<file path="config.mk">
export PLATFORM = sky130hd
export DESIGN_NAME = valid_ready_in_order_retire_stage
export DESIGN_NICKNAME = d
export VERILOG_FILES = /design/src/rtl/valid_ready_in_order_retire_stage.sv
export SDC_FILE = /design/constraint.sdc
export NUM_CORES = 1
export LEC_CHECK = 0
export ABC_AREA = 1
export BUFFER_PORTS_ARGS = -buffer_cell sky130_fd_sc_hd__buf_4
export CAP_MARGIN = 20
export CORE_MARGIN = 2
export CORE_UTILIZATION = 52
export CTS_CLUSTER_DIAMETER = 30
export DETAILED_ROUTE_END_ITERATION = 12
export PLACE_DENSITY = 0.86
export SLEW_MARGIN = 10
export SYNTH_ARGS = -nofsm -noshare
export SYNTH_HDL_FRONTEND = slang
export SYNTH_SLANG_ARGS = --single-unit
</file>
<file path="constraint.sdc">
create_clock -name clock -period 3.25 [get_ports clock]
set_clock_uncertainty 0.1 [all_clocks]
set_input_delay 0.4875 -clock clock [delete_from_list [all_inputs] [get_ports clock]]
set_output_delay 0.4875 -clock clock [all_outputs]
set_load 0.01 [all_outputs]
</file>
<file path="src/rtl/valid_ready_in_order_retire_stage.sv">
// ---------------------------------------------------------------------------
// valid_ready_in_order_retire_stage
//
// Downstream companion to an out-of-order buffer.
// - Records buffer indices in the order they were allocated.
// - Accepts completion marks for those indices in any order.
// - Drains the buffer strictly oldest-first. Once the oldest index is
//   complete, it issues an indexed read-with-clear for that index.
// - Holds the read data in a registered valid/ready retire port.
//
// Optional feature (compile-time macro RETIRE_BYPASS_EN):
//   When defined, a legal completion that targets the current head counts
//   as done in the same cycle. This saves one cycle of retire latency.
//
// Ports:
//   clock, reset          single rising-edge clock, async active-high reset
//   allocate_*            index capture from the buffer write handshake
//   complete_valid/index  completion mark strobe
//   complete_error        one-cycle pulse one cycle after an illegal mark
//   buffer_read_*         indexed read-with-clear request to the buffer
//   retire_*              registered valid/ready output of retired data
//   pending_count, empty, full   occupancy of the order queue
//
// The order queue pointers carry an extra wrap bit. Equal index fields with
// different wrap bits mean full; identical pointers mean empty.
// ---------------------------------------------------------------------------
module valid_ready_in_order_retire_stage #(
    parameter int WIDTH       = 8,
    parameter int DEPTH       = 8,
    parameter int INDEX_WIDTH = $clog2(DEPTH),
    parameter int COUNT_WIDTH = $clog2(DEPTH + 1)
) (
    input  logic                   clock,
    input  logic                   reset,
    input  logic                   allocate_valid,
    input  logic [INDEX_WIDTH-1:0] allocate_index,
    output logic                   allocate_ready,
    input  logic                   complete_valid,
    input  logic [INDEX_WIDTH-1:0] complete_index,
    output logic                   complete_error,
    output logic                   buffer_read_valid,
    output logic                   buffer_read_clear,
    output logic [INDEX_WIDTH-1:0] buffer_read_index,
    input  logic [WIDTH-1:0]       buffer_read_data,
    input  logic                   buffer_read_ready,
    input  logic                   buffer_read_error,
    output logic                   retire_valid,
    output logic [WIDTH-1:0]       retire_data,
    output logic [INDEX_WIDTH-1:0] retire_index,
    output logic                   retire_error,
    input  logic                   retire_ready,
    output logic [COUNT_WIDTH-1:0] pending_count,
    output logic                   empty,
    output logic                   full
);

    // ------------------------------------------------------------------
    // Order queue storage and pointers
    // ------------------------------------------------------------------
    logic [INDEX_WIDTH-1:0] order_mem [DEPTH];
    logic [INDEX_WIDTH:0]   wr_ptr_reg;
    logic [INDEX_WIDTH:0]   rd_ptr_reg;
    logic [COUNT_WIDTH-1:0] count_reg;

    logic                   pending_reg [DEPTH];
    logic                   done_reg    [DEPTH];

    logic                   complete_error_reg;
    logic                   retire_valid_reg;
    logic [WIDTH-1:0]       retire_data_reg;
    logic [INDEX_WIDTH-1:0] retire_index_reg;
    logic                   retire_error_reg;

    logic                   queue_empty;
    logic                   queue_full;
    logic                   push;
    logic                   pop;
    logic [INDEX_WIDTH-1:0] head_index;
    logic                   head_done;
    logic                   head_ready;
    logic                   bypass_hit;
    logic                   complete_legal;
    logic                   complete_set;
    logic                   read_valid;

    // Advance a pointer. The wrap bit toggles when the index field passes
    // DEPTH-1. This also works when DEPTH is not a power of two.
    function automatic logic [INDEX_WIDTH:0] next_ptr(input logic [INDEX_WIDTH:0] p);
        logic [INDEX_WIDTH:0] n;
        if (p[INDEX_WIDTH-1:0] == INDEX_WIDTH'(DEPTH - 1)) begin
            n = {~p[INDEX_WIDTH], {INDEX_WIDTH{1'b0}}};
        end else begin
            n = p + 1'b1;
        end
        return n;
    endfunction

    assign queue_empty = (wr_ptr_reg == rd_ptr_reg);
    assign queue_full  = (wr_ptr_reg[INDEX_WIDTH-1:0] == rd_ptr_reg[INDEX_WIDTH-1:0]) &&
                         (wr_ptr_reg[INDEX_WIDTH] != rd_ptr_reg[INDEX_WIDTH]);

    // A full queue never accepts a push. This holds even if a pop happens
    // in the same cycle, so allocate_ready depends only on registered state.
    assign push       = allocate_valid & ~queue_full;
    assign head_index = order_mem[rd_ptr_reg[INDEX_WIDTH-1:0]];

    // Legality uses only the state registered at the start of the cycle.
    // A same-cycle allocation of this index is therefore not pending yet.
    assign complete_legal = complete_valid & pending_reg[complete_index] &
                            ~done_reg[complete_index];

    assign head_done = ~queue_empty & done_reg[head_index];

`ifdef RETIRE_BYPASS_EN
    assign bypass_hit = complete_legal & ~queue_empty & (complete_index == head_index);
`else
    assign bypass_hit = 1'b0;
`endif

    assign head_ready = head_done | bypass_hit;
    assign read_valid = head_ready & (~retire_valid_reg | retire_ready);
    assign pop        = read_valid & buffer_read_ready;

    // A bypassed completion that is consumed by a read this cycle does not
    // set the done bit. If the read stalls, the completion is recorded as
    // usual so it is not lost.
    assign complete_set = complete_legal & ~(bypass_hit & pop);

    // ------------------------------------------------------------------
    // Order queue
    // ------------------------------------------------------------------
    always_ff @(posedge clock) begin
        if (push) begin
            order_mem[wr_ptr_reg[INDEX_WIDTH-1:0]] <= allocate_index;
        end
    end

    always_ff @(posedge clock or posedge reset) begin
        if (reset) begin
            wr_ptr_reg <= '0;
            rd_ptr_reg <= '0;
            count_reg  <= '0;
        end else begin
            if (push) begin
                wr_ptr_reg <= next_ptr(wr_ptr_reg);
            end
            if (pop) begin
                rd_ptr_reg <= next_ptr(rd_ptr_reg);
            end
            case ({push, pop})
                2'b10:   count_reg <= count_reg + 1'b1;
                2'b01:   count_reg <= count_reg - 1'b1;
                default: count_reg <= count_reg;
            endcase
        end
    end

    // ------------------------------------------------------------------
    // Per-index pending and done bits
    // ------------------------------------------------------------------
    for (genvar gi = 0; gi < DEPTH; gi++) begin : g_track
        // If a push and a pop hit the same index in one cycle, the push
        // wins. The old instance of that index retires and the new one
        // becomes pending.
        always_ff @(posedge clock or posedge reset) begin
            if (reset) begin
                pending_reg[gi] <= 1'b0;
            end else if (push && (allocate_index == INDEX_WIDTH'(gi))) begin
                pending_reg[gi] <= 1'b1;
            end else if (pop && (head_index == INDEX_WIDTH'(gi))) begin
                pending_reg[gi] <= 1'b0;
            end
        end

        always_ff @(posedge clock or posedge reset) begin
            if (reset) begin
                done_reg[gi] <= 1'b0;
            end else if (pop && (head_index == INDEX_WIDTH'(gi))) begin
                done_reg[gi] <= 1'b0;
            end else if (complete_set && (complete_index == INDEX_WIDTH'(gi))) begin
                done_reg[gi] <= 1'b1;
            end
        end
    end

    // ------------------------------------------------------------------
    // Completion error pulse and retire output register
    // ------------------------------------------------------------------
    always_ff @(posedge clock or posedge reset) begin
        if (reset) begin
            complete_error_reg <= 1'b0;
            retire_valid_reg   <= 1'b0;
            retire_data_reg    <= '0;
            retire_index_reg   <= '0;
            retire_error_reg   <= 1'b0;
        end else begin
            complete_error_reg <= complete_valid & ~complete_legal;
            if (pop) begin
                retire_valid_reg <= 1'b1;
                retire_data_reg  <= buffer_read_data;
                retire_index_reg <= head_index;
                retire_error_reg <= buffer_read_error;
            end else if (retire_ready) begin
                retire_valid_reg <= 1'b0;
            end
        end
    end

    assign allocate_ready    = ~queue_full;
    assign complete_error    = complete_error_reg;
    assign buffer_read_valid = read_valid;
    assign buffer_read_clear = read_valid;
    assign buffer_read_index = head_index;
    assign retire_valid      = retire_valid_reg;
    assign retire_data       = retire_data_reg;
    assign retire_index      = retire_index_reg;
    assign retire_error      = retire_error_reg;
    assign pending_count     = count_reg;
    assign empty             = queue_empty;
    assign full              = queue_full;

endmodule

</file>
==> reports/metrics.csv <==
stage,metric,value,unit
finish,mostFrequentLayoutCell,nand2_1,
power_and_ir_drop,switching_share,42.9,%
placement,dpl_worst_slack,-0.0269,ns
finish,antenna_cells,0,
die,ioPinCount,47,
finish,finalNonFillerCells,533,
sta,finalMaxSlewViolations,0,
run_status,status,completed,
worst_setup_path,max_stage_delay,0.48,ns
finish,largest_reg_flops,24,
finish,stdcell_area,4080,um^2
hold_path,min_path_type,input pin to asynchronous set/reset pin,
route,drtAntennaViolNets,0,
power_and_ir_drop,p_leak,2.03,nW
route,vias,2863,
power_and_ir_drop,powerDensity,1100,nW/um^2
clocking,cts_tree,yes,
sta,hold_viol_final,0,
worst_setup_path,cp_max_fo,13,
sta,fin_crit,3.12,ns
logic_synthesis,syn-cell-area,3440,um^2
finish,utilization,63.9,%
route,wl_met1,3.08,mm
logic_synthesis,synthCells,395,
worst_setup_path,reg2reg_to,pending_count[3],
global_routing,grt_antenna_before_repair,0,
global_routing,grt_pass1_vias,2841,
finish,synthToLayoutAreaGrowth,18.8,%
route,wl_met3,489,um
power_and_ir_drop,internal_power,2.56,mW
route,wl_met2,4.17,mm
global_routing,grt_overflow,0,
die,die_w,85.3,um
worst_setup_path,path_class,flop to flop,
clocking,insertion_delay,0.35,ns
finish,mostFrequentLayoutCells,"127 x nand2_1, 57 x buf_4, 48 x inv_1, 41 x dfrtp_1, 30 x nor2_1",
route,wl_per_cell,14.8,um
flow_run,maxCapViolations,0,
clocking,root_buffer,clkbuf_8,
clocking,cts.sink_count,66,
logic_synthesis,yosysSeqAreaShare,51.5,%
worst_setup_path,cp_data_required_time,3.38,ns
sta,fmax,321,MHz
route,dr.max_layer_used,met4,
sta,setup_viol,0,
logic_synthesis,syn-num-nets,424,
die,placementRows,29,
worst_setup_path,path_cells,buf_4 > nand2_1 > nand3_1 > nand3_2 > nand2_4 > o21ai_0 > nand2_1 > nand2_1 > nand2_4 > nand3_4 > inv_6 > ha_2 > ha_1 > nand2_1 > nor2_1 > a211oi_2 > nor2_1 > nor2_1 > nand2_1 > xnor2_1,
placement,port_buffers,46,
placement,gp_congestion,0.894,
route,drtIter0Drc,234,
power_and_ir_drop,clockPowerShare,16.2,%
finish,layout-drive-gt1-share,20.8,%
clocking,cts_htree_levels,3,
worst_setup_path,crit_top_cell,nand2_1,
clocking,hold_buffers,0,
finish,seq_area,1770,um^2
global_routing,grt_max_degree,43,
worst_setup_path,endpoint_kind,flop,
die,core,6390,um^2
power_and_ir_drop,p_sw,1.93,mW
sta,layout_setup_ws,0.132,ns
logic_synthesis,ys_seq_elements,66,
route,wirelength,7.90,mm
die,design.die.area,7280,um^2
worst_setup_path,cpMaxStageDelayCell,dfrtp_2,
worst_setup_path,start_kind,flop,
clocking,path_clk_slew,0.07,ns
clocking,cts.path.max_buffers,2,
power_and_ir_drop,p_comb_share,53.0,%
logic_synthesis,syn_avg_cell_area,8.70,um^2
global_routing,grt_use_total,23.0,%
global_routing,grt_pass1_wl,13.1,mm
logic_synthesis,ys_warn_count,0,
sta,worst_slew_pin_slew,0.540,ns
worst_setup_path,rr_worst_depth,20,
worst_setup_path,cp.arrival,3.24,ns
die,die_height,85.3,um
route,drc_errors,0,
worst_setup_path,r2r_slack,0.13,ns
placement,placed_area,3820,um^2
finish,fillers,530,
die,start_util,53.8,%
power_and_ir_drop,ir_worst_vdd,0.800,mV
power_and_ir_drop,power,4.49,mW
logic_synthesis,synth_cell_types,37,
placement,dp_cells,512,
power_and_ir_drop,power.share.sequential,30.7,%
sta,relSlewSlack,64.0,%
clocking,cts_buffers,9,
worst_setup_path,crit-reg2reg-launch,rd_ptr_reg[0],
finish,layout.nets,480,
route,post_drt_via_cell_ratio,5.37,
placement,hpwl,5.53,mm
sta,post-route-period-util,95.9,%
route,dr.pass1.iters,5,
finish,multiInputGateArea,1370,um^2
[timing repair]
item                                    4_1_cts  5_1_grt
cloned                                        0        0
setup buffers                                 0        5
endpoints found under the hold margin         0        0
pin swaps                                     0        1
endpoints found under the setup margin        1        1
resized for setup                             1        5
[power groups by stage]
stage | Sequential (mW) | Combinational [mW] | Clock (mW)
after CTS | 1.38 | 2.27 | 0.740
final | 1.38 | 2.38 | 0.729
after floorplan | 1.38 | 1.62 | 0
after global placement | 1.38 | 2.15 | 0
after global routing | 1.41 | 2.66 | 0.781
after detailed placement | 1.40 | 2.24 | 0
[layer usage]
layer	vias up	track usage, %
met5	-	0
met4	0	6.78
met3	18	7.39
met2	110	38.8
met1	1351	28.2
li1	1384	-
[critical path, delay by kind of cell, from the launching register on]
family | cells | cell delay (ns)
AO/OA/AOI/OAI | 2 | 0.39
XOR/XNOR | 1 | 0.12
adder cells (fa/ha/maj) | 2 | 0.52
buffers and inverters | 2 | 0.23
flip-flops | 1 | 0.48
AND/OR/NAND/NOR | 13 | 1.14
[per-stage QoR]
stage,setup TNS (ns),hold WS (ns)
floorplan,0,0.342
global placement,0,0.358
detailed placement,-0.0269,0.364
CTS,0,0.194
global route,-0.0651,0.227
finish,0,0.176
[Yosys cell counts (all sizes together)]
master	n	area share, %
a221oi	2	0.51
a22oi	2	0.44
nor2	30	3.3
xor2	2	0.51
clkbuf	2	0.22
nand4	21	3.8
a32o	2	0.58
ha	7	2.5
edfxtp	24	21
xnor2	5	1.3
a21boi	1	0.22
o21ai	14	2.3
a21oi	5	1.1
nand3	20	3.6
dfrtp	42	31
or2	2	0.36
fa	1	0.58
and2	8	1.5
buf	11	2.9
a211oi	1	0.22
o221ai	2	0.51
inv	52	5.9
nor3	2	0.29
nand2	137	16
[worst max path at each step]
stage | start | cells after the start | endpoint | slack [ns]
final | rd_ptr_reg[0] | 20 | pending_count[3] | 0.13
after global routing | rd_ptr_reg[0] | 21 | pending_count[3] | -0.07
after CTS | rd_ptr_reg[0] | 21 | pending_count[3] | 0.05
after detailed placement | rd_ptr_reg[0] | 20 | pending_count[3] | -0.03
after global placement | rd_ptr_reg[0] | 20 | pending_count[3] | 0.15
after floorplan | rd_ptr_reg[0] | 21 | pending_count[3] | 0.15
[area by class of cell]
type / instances / area share (%)
multi-input cells: 264 / 33.6
clock buffers: 13 / 3.40
inverters: 52 / 5.02
well taps: 77 / 2.36
repair buffers: 58 / 10.6
clock inverters: 3 / 1.56
flip-flops and latches: 66 / 43.4
[logic make-up after synthesis]
logic type	after synthesis	share of synthesized area [%]
AOI/OAI and AO/OA	29	5.79
xor gates and xnor gates	7	1.78
adders and majority gates	8	3.13
buffers and inverters	65	9.02
DFF	66	51.5
and+or+nand+nor	220	28.7
(Power assumes the default switching activity.)
